### src/rtl/arinc429_pkg.sv
// -----------------------------------------------------------------------------
// arinc429_pkg
//   Shared types and constants for the ARINC 429 transmit scheduler.
//   - sched_state_t   : scheduler FSM states
//   - ARINC_WORD_W    : ARINC 429 word width (32)
//   - CLK_PER_BIT_DEF : default clk cycles per ARINC bit (24 MHz / 100 kbps)
//   - GAP_BITS_DEF    : default minimum inter-word gap in bit times
//   - odd_parity()    : bit value that makes a 31-bit payload plus it odd
// -----------------------------------------------------------------------------
package arinc429_pkg;

    localparam int ARINC_WORD_W    = 32;
    localparam int CLK_PER_BIT_DEF = 240;
    localparam int GAP_BITS_DEF    = 4;

    typedef enum logic [2:0] {
        ST_IDLE,
        ST_LOAD,
        ST_WAIT_START,
        ST_WAIT_DONE,
        ST_GAP
    } sched_state_t;

    // Returns 1 when the payload has an even number of ones, so that the
    // full 32-bit word ends up with odd popcount.
    function automatic logic odd_parity(input logic [ARINC_WORD_W-2:0] data);
        return ~^data;
    endfunction

endpackage

### src/rtl/arinc429_tx_scheduler_if.sv
// -----------------------------------------------------------------------------
// arinc429_tx_scheduler_if
//   Bundles the word-source and transmitter signals of the scheduler.
//   Signals:
//     en          scheduler enable (gates new arbitration)
//     req         per-source request level
//     req_word    flattened source words, source i at [32*i+31:32*i]
//     gnt         one-hot grant pulse
//     tx_word     word presented to the transmitter
//     tx_load     transmitter start pulse
//     tx_busy     transmitter busy flag
//     sched_busy  scheduler not in IDLE
//   Modports:
//     master  environment side (sources + transmitter)
//     slave   scheduler side
// -----------------------------------------------------------------------------
interface arinc429_tx_scheduler_if #(
    parameter int NUM_REQ = 4
);
    import arinc429_pkg::*;

    logic                             en;
    logic [NUM_REQ-1:0]               req;
    logic [ARINC_WORD_W*NUM_REQ-1:0]  req_word;
    logic [NUM_REQ-1:0]               gnt;
    logic [ARINC_WORD_W-1:0]          tx_word;
    logic                             tx_load;
    logic                             tx_busy;
    logic                             sched_busy;

    modport master (
        output en, req, req_word, tx_busy,
        input  gnt, tx_word, tx_load, sched_busy
    );

    modport slave (
        input  en, req, req_word, tx_busy,
        output gnt, tx_word, tx_load, sched_busy
    );

endinterface

### src/rtl/arinc429_rr_arbiter.sv
// -----------------------------------------------------------------------------
// arinc429_rr_arbiter
//   Combinational round-robin selection. The search starts at ptr and wraps
//   modulo NUM_REQ; the first active request wins. The pointer register
//   itself lives in the scheduler.
//   Ports:
//     req       in   request vector
//     ptr       in   current round-robin pointer (< NUM_REQ)
//     valid     out  at least one request active
//     gnt       out  one-hot winner
//     win_idx   out  binary index of the winner
//     next_ptr  out  (win_idx + 1) mod NUM_REQ
// -----------------------------------------------------------------------------
module arinc429_rr_arbiter #(
    parameter int NUM_REQ = 4,
    parameter int PTR_W   = $clog2(NUM_REQ)
) (
    input  logic [NUM_REQ-1:0] req,
    input  logic [PTR_W-1:0]   ptr,
    output logic               valid,
    output logic [NUM_REQ-1:0] gnt,
    output logic [PTR_W-1:0]   win_idx,
    output logic [PTR_W-1:0]   next_ptr
);

    always_comb begin
        logic [PTR_W:0]   sum;
        logic [PTR_W-1:0] idx;
        // NOTE: every output gets a value before any branch so no latch is inferred.
        valid   = 1'b0;
        gnt     = '0;
        win_idx = '0;
        sum     = '0;
        idx     = '0;
        for (int i = 0; i < NUM_REQ; i++) begin
            // One extra bit holds ptr+i before the single modulo subtraction.
            sum = {1'b0, ptr} + (PTR_W+1)'(i);
            if (int'(sum) >= NUM_REQ) begin
                sum = sum - (PTR_W+1)'(NUM_REQ);
            end
            idx = sum[PTR_W-1:0];
            if (!valid && req[idx]) begin
                valid    = 1'b1;
                gnt[idx] = 1'b1;
                win_idx  = idx;
            end
        end
        next_ptr = (int'(win_idx) == NUM_REQ - 1) ? '0 : win_idx + 1'b1;
    end

endmodule

### src/rtl/arinc429_tx_scheduler.sv
// -----------------------------------------------------------------------------
// arinc429_tx_scheduler
//   Shares one ARINC 429 transmitter among NUM_REQ word sources. Arbitrates
//   round-robin in IDLE, hands the winning word over with a one-cycle load
//   pulse, follows the transmitter's busy flag and then holds off for the
//   minimum inter-word gap (GAP_BITS*CLK_PER_BIT cycles) before returning
//   to IDLE.
//   Build option:
//     ARINC429_TX_PARITY_EN  defined: bit 31 of the captured word is replaced
//                            by odd parity over bits 30:0; undefined: the
//                            word passes through unchanged.
//   Ports:
//     Clk    in  system clock, rising edge
//     Rst_n  in  synchronous active-low reset
//     bus    slave modport of arinc429_tx_scheduler_if (en, req, req_word,
//            tx_busy in; gnt, tx_word, tx_load, sched_busy out)
// -----------------------------------------------------------------------------
module arinc429_tx_scheduler
    import arinc429_pkg::*;
#(
    parameter int NUM_REQ     = 4,
    parameter int CLK_PER_BIT = CLK_PER_BIT_DEF,
    parameter int GAP_BITS    = GAP_BITS_DEF
) (
    input  logic                    Clk,
    input  logic                    Rst_n,
    arinc429_tx_scheduler_if.slave  bus
);

    localparam int GAP_CYC = GAP_BITS * CLK_PER_BIT;
    localparam int GAP_W   = (GAP_CYC > 1) ? $clog2(GAP_CYC) : 1;
    localparam int PTR_W   = $clog2(NUM_REQ);
    localparam logic [GAP_W-1:0] GAP_LOAD = GAP_W'(GAP_CYC - 1);

    sched_state_t              state;
    sched_state_t              state_nxt;
    logic [PTR_W-1:0]          ptr;
    logic [NUM_REQ-1:0]        gnt_q;
    logic [ARINC_WORD_W-1:0]   tx_word_q;
    logic [GAP_W-1:0]          gap_cnt;

    logic                      arb_valid;
    logic [NUM_REQ-1:0]        arb_gnt;
    logic [PTR_W-1:0]          arb_idx;
    logic [PTR_W-1:0]          arb_next_ptr;
    logic [ARINC_WORD_W-1:0]   sel_word;
    logic [ARINC_WORD_W-1:0]   cap_word;
    logic                      take_grant;

    arinc429_rr_arbiter #(
        .NUM_REQ (NUM_REQ),
        .PTR_W   (PTR_W)
    ) u_arb (
        .req      (bus.req),
        .ptr      (ptr),
        .valid    (arb_valid),
        .gnt      (arb_gnt),
        .win_idx  (arb_idx),
        .next_ptr (arb_next_ptr)
    );

    // Word of the current winner, with parity applied when enabled.
    always_comb begin
        sel_word = bus.req_word[ARINC_WORD_W*arb_idx +: ARINC_WORD_W];
`ifdef ARINC429_TX_PARITY_EN
        cap_word = {odd_parity(sel_word[ARINC_WORD_W-2:0]), sel_word[ARINC_WORD_W-2:0]};
`else
        cap_word = sel_word;
`endif
    end

    assign take_grant = (state == ST_IDLE) && bus.en && arb_valid;

    // State register.
    always_ff @(posedge Clk) begin
        // NOTE: sequential state uses non-blocking assignments so every flop samples pre-edge values.
        if (!Rst_n) begin
            state <= ST_IDLE;
        end else begin
            state <= state_nxt;
        end
    end

    // Next-state logic. en is only looked at in IDLE, so a word already in
    // flight always finishes together with its gap.
    always_comb begin
        state_nxt = state;
        unique case (state)
            ST_IDLE:       if (take_grant)   state_nxt = ST_LOAD;
            ST_LOAD:                         state_nxt = ST_WAIT_START;
            ST_WAIT_START: if (bus.tx_busy)  state_nxt = ST_WAIT_DONE;
            ST_WAIT_DONE:  if (!bus.tx_busy) state_nxt = ST_GAP;
            ST_GAP:        if (gap_cnt == '0) state_nxt = ST_IDLE;
            default:                         state_nxt = ST_IDLE;
        endcase
    end

    // Datapath: pointer, latched grant, captured word and gap counter.
    always_ff @(posedge Clk) begin
        if (!Rst_n) begin
            ptr       <= '0;
            gnt_q     <= '0;
            tx_word_q <= '0;
            gap_cnt   <= '0;
        end else begin
            if (take_grant) begin
                ptr       <= arb_next_ptr;
                gnt_q     <= arb_gnt;
                tx_word_q <= cap_word;
            end
            // Loaded with G-1 so GAP lasts exactly G cycles; holds at zero.
            if (state == ST_WAIT_DONE && !bus.tx_busy) begin
                gap_cnt <= GAP_LOAD;
            end else if (state == ST_GAP && gap_cnt != '0) begin
                gap_cnt <= gap_cnt - 1'b1;
            end
        end
    end

    // Outputs are decoded from the registered state only.
    always_comb begin
        bus.tx_load    = (state == ST_LOAD);
        bus.gnt        = (state == ST_LOAD) ? gnt_q : '0;
        bus.sched_busy = (state != ST_IDLE);
    end

    assign bus.tx_word = tx_word_q;

endmodule

### src/flat_wrapper.sv
// flat-port wrapper written by rule: the top's interface ports become plain ports
module arinc429_tx_scheduler_flat import arinc429_pkg::*;
#(
    parameter int NUM_REQ     = 4,
    parameter int CLK_PER_BIT = CLK_PER_BIT_DEF,
    parameter int GAP_BITS    = GAP_BITS_DEF
)
  (Clk, Rst_n, bus_en, bus_req, bus_req_word, bus_tx_busy, bus_gnt, bus_tx_word, bus_tx_load, bus_sched_busy);
  arinc429_tx_scheduler_if #(.NUM_REQ(NUM_REQ)) bus_i ();
  input  logic Clk;
  input  logic Rst_n;
  input wire logic [$bits(bus_i.en)-1:0] bus_en;
  input wire logic [$bits(bus_i.req)-1:0] bus_req;
  input wire logic [$bits(bus_i.req_word)-1:0] bus_req_word;
  input wire logic [$bits(bus_i.tx_busy)-1:0] bus_tx_busy;
  output wire logic [$bits(bus_i.gnt)-1:0] bus_gnt;
  output wire logic [$bits(bus_i.tx_word)-1:0] bus_tx_word;
  output wire logic [$bits(bus_i.tx_load)-1:0] bus_tx_load;
  output wire logic [$bits(bus_i.sched_busy)-1:0] bus_sched_busy;
  assign bus_i.en = bus_en;
  assign bus_i.req = bus_req;
  assign bus_i.req_word = bus_req_word;
  assign bus_i.tx_busy = bus_tx_busy;
  assign bus_gnt = bus_i.gnt;
  assign bus_tx_word = bus_i.tx_word;
  assign bus_tx_load = bus_i.tx_load;
  assign bus_sched_busy = bus_i.sched_busy;
  arinc429_tx_scheduler #(.NUM_REQ(NUM_REQ), .CLK_PER_BIT(CLK_PER_BIT), .GAP_BITS(GAP_BITS)) u_core (.Clk(Clk), .Rst_n(Rst_n), .bus(bus_i));
endmodule
### config.mk
export PLATFORM = sky130hd
export DESIGN_NAME = arinc429_tx_scheduler_flat
export DESIGN_NICKNAME = d
export VERILOG_FILES = /design/src/rtl/arinc429_pkg.sv /design/src/rtl/arinc429_tx_scheduler_if.sv /design/src/rtl/arinc429_rr_arbiter.sv /design/src/rtl/arinc429_tx_scheduler.sv /design/src/flat_wrapper.sv
export SDC_FILE = /design/constraint.sdc
export NUM_CORES = 1
export LEC_CHECK = 0
export BUFFER_PORTS_ARGS = -buffer_cell sky130_fd_sc_hd__clkbuf_2
export CAP_MARGIN = 20
export CORE_ASPECT_RATIO = 1.1
export CORE_MARGIN = 1.5
export CORE_UTILIZATION = 30
export CTS_CLUSTER_DIAMETER = 30
export CTS_CLUSTER_SIZE = 20
export DETAILED_ROUTE_END_ITERATION = 16
export GPL_TIMING_DRIVEN = 0
export PLACE_DENSITY = 0.65
export SLEW_MARGIN = 10
export SYNTH_ARGS = -nofsm -noshare
export SYNTH_HDL_FRONTEND = slang
export SYNTH_SLANG_ARGS = --single-unit
### constraint.sdc
create_clock -name Clk -period 5.1 [get_ports Clk]
set_clock_uncertainty 0.15 [all_clocks]
set_input_delay 0.255 -clock Clk [delete_from_list [all_inputs] [get_ports Clk]]
set_output_delay 0.255 -clock Clk [all_outputs]
set_load 0.03 [all_outputs]
==> out/metrics.yaml <==
logic_synthesis:
  syn_inst: 342
  synth_nets: 484
  synth.avg_cell_area_um2: 9.33
  ys_async_sr_fraction_pct: 0
  synth-edff-count: 0
  ys_dominant_reg_cell: "dfxtp_1"
  synth_warnings: 0
  synth_top_area_share_pct: 32.0
  synth_commonest_cells: "mux2i_1, dfxtp_1, nand2_1"
  ys_top_cells_by_area: "dfxtp_1, mux2i_1, o221ai_1"
  ys_types: 48
  ys_ff_latch: 51
  yosysMostFrequentCell: "mux2i_1"
  synth_area_um2: 3190
  seq_area_frac_synth_pct: 32.0
  synth_area_leader_cell: "dfxtp_1"
timing:
  hold_viol_final: 0
  slew_headroom_pct: 51.6
  fin_setup_tns_ps: 0
  whs_ps: 106
  final-max-slew-violation-count: 0
  worst_pin_slew_ps: 721
  period_needed_ps: 3470
  rsz0062_at_grt: "false"
  finalSetupViolCount: 0
  fin_crit_sh_pct: 68.1
  fmax_mhz: 288
drt:
  drc_errors: 0
  routed_via_density: 4.90
  wirelength_um: 9210
  wl_met3_um: 456
  drt_iter0_markers: 95
  routed.top_layer: "met4"
  met1_length_um: 4040
  antenna_left: 0
  wl_met2_um: 4580
  firstDrtPassIters: 4
  vias: 3250
  wl_per_cell_um: 13.9
setup_path:
  cpLargestDelayFamily: "buffers and inverters"
  crit_arrival_ps: 3470
  reg2regPathDepth: 11
  worst-endpoint-required_ps: 5090
  cpMostUsedCell: "clkbuf_1"
  startpoint: "u_core.ptr[1]$_SDFFE_PN0P_"
  critPathMaxFanout: 10
  critical_path_class: "reg -> reg"
  cp-end-kind: "flip-flop"
  path_buf_inv: 4
  r2r_start: "u_core.ptr[1]$_SDFFE_PN0P_"
  reg2reg_setup_slack_ps: 1630
  path_cells: "clkbuf_1 > inv_1 > ha_1 > or3b_1 > a211o_1 > o21ai_2 > a2bb2oi_2 > or3_1 > clkbuf_1 > buf_2 > o221ai_1"
  critical_path_depth: 11
  crit_path_max_incr_delay_ps: 390
  crit_slowest_cell: "dfxtp_1"
  cp-start-kind: "flip-flop"
power_and_ir_drop:
  seqPwrFrac_pct: 28.9
  power.density_nw_per_um2: 403
  p_sw_mw: 0.694
  p_clk_share_pct: 17.7
  max-vdd-ir-drop_mv: 0.183
  p_comb_share_pct: 53.4
  p_int_mw: 1.06
  switching_share_pct: 39.5
  p_leak_nw: 2.00
global_route:
  groute.usage.overall_pct: 15.7
  grt_max_degree: 14
  gr-total-overflow: 0
  antenna_found_initial: 0
  grt_pass1_vias: 3125
  grt_pass1_wl_um: 14200
layout:
  n_fill_cell: 1050
  final_layout_size_suffix_gt1_share_pct: 38.8
  fin_nets: 663
  area_growth_pct: 36.6
  instances_no_fill: 663
  antenna_cells: 0
worst_hold_path:
  hp-start: "bus_tx_busy"
  hold_depth: 3
  hold_class: "in -> reg"
floorplanning:
  initial_core_util_pct: 30.7
  io_pins: 174
  die_w_um: 101
  row_count: 39
  dieArea_um2: 11300
  coreArea_um2: 10400
  die_h_um: 111
clocking:
  ctsHoldBuffers: 0
  cts_setup_buffers: 0
  numClockSinks: 51
  clock_latency_ps: 280
  cts_buffers: 5
  cts_tree: "done"
  cts_resized: 0
  cts-root-buf: "clkbuf_16"
  htreeDepth: 2
  path_clk_slew_ps: 60
  cts_buffer_depth: 2
job:
  maxCapViolations: 0
placement:
  io_buffers: 172
  post-place-cells: 657
  hpwl_um: 7440
  place.gp.congestion: 0.804
run_status:
  status: "finished clean"
[routing by layer]
layer	vias up	global-route usage (%)
met5	-	0
met4	0	4.63
met3	9	2.59
met2	113	28.5
met1	1494	18.8
li1	1634	-
[through the flow]
step / total power, mW / setup WS (ps) / cell area (um^2) / util [%]
after floorplan: 1.23 / 2190 / 3190 / -
after global placement: 1.44 / 1660 / 4230 / 40.7
after detailed placement: 1.46 / 1610 / 4230 / 40.7
after CTS: 1.78 / 1580 / 4360 / 42.0
after global routing: 1.87 / 1350 / 4360 / 42.0
final: 1.76 / 1630 / 4360 / 42.0
[area by class of cell]
cell class              count  area [um^2]  area share [%]
well taps                 143          179            4.10
inverters                   9         33.8           0.775
clock buffers               6          129            2.96
repair buffers            172          861            19.7
flip-flops and latches     51         1020            23.4
plain buffers              27          200            4.59
multi-input cells         255         1940            44.4
[layout by cell type, fill, tap and decap left out, types with 8 or more instances in the layout]
master and count:
nor2_1 24, inv_1 9, nand2_1 41, clkbuf_2 172, clkbuf_1 12, buf_2 8
dfxtp_1 51, a21oi_1 8, mux2i_1 67, o221ai_1 32
[path summary, 6_finish.rpt]
check                                             to
setup reg to reg  u_core.bus.tx_word[9]$_SDFFE_PN0P_
hold / removal          u_core.state[0]$_SDFFE_PN0P_
setup / recovery  u_core.bus.tx_word[9]$_SDFFE_PN0P_
hold reg to reg   u_core.bus.tx_word[0]$_SDFFE_PN0P_
[cells by family (layout without fill, tap and decap cells)]
group / Yosys count / in the layout / share of synthesized area [%]
AND/OR/NAND/NOR: 96 / 96 / 14.3
AO/OA/AOI/OAI: 73 / 73 / 18.3
multiplexers: 71 / 71 / 23.2
flip-flops: 51 / 51 / 32.0
buffers and inverters: 36 / 214 / 7.33
XOR/XNOR: 9 / 9 / 2.47
adder cells (fa/ha/maj): 6 / 6 / 2.35
[sequential cells by signal, indices dropped and copies added (netlist names)]
name,flops
u_core.state,3
u_core.ptr,2
u_core.gap_cnt,10
u_core.bus.tx_word,32
u_core.gnt_q,4
[power by group through the flow]
| stage | sequential, mW | combinational [mW] | clock [mW] |
|---|---|---|---|
| CTS | 0.506 | 0.950 | 0.321 |
| global route | 0.515 | 1.01 | 0.339 |
| finish | 0.507 | 0.938 | 0.311 |
| global placement | 0.513 | 0.930 | 0 |
| detailed placement | 0.514 | 0.949 | 0 |
| floorplan | 0.619 | 0.607 | 0 |
[worst reg2reg max path: stages, from the launching register on]
cell	delay (ps)
dfxtp_1	390
clkbuf_1	320
inv_1	120
ha_1	320
or3b_1	380
a211o_1	270
o21ai_2	250
a2bb2oi_2	270
or3_1	150
clkbuf_1	270
buf_2	300
o221ai_1	140
Note: power is estimated with default switching activity, not from simulation.
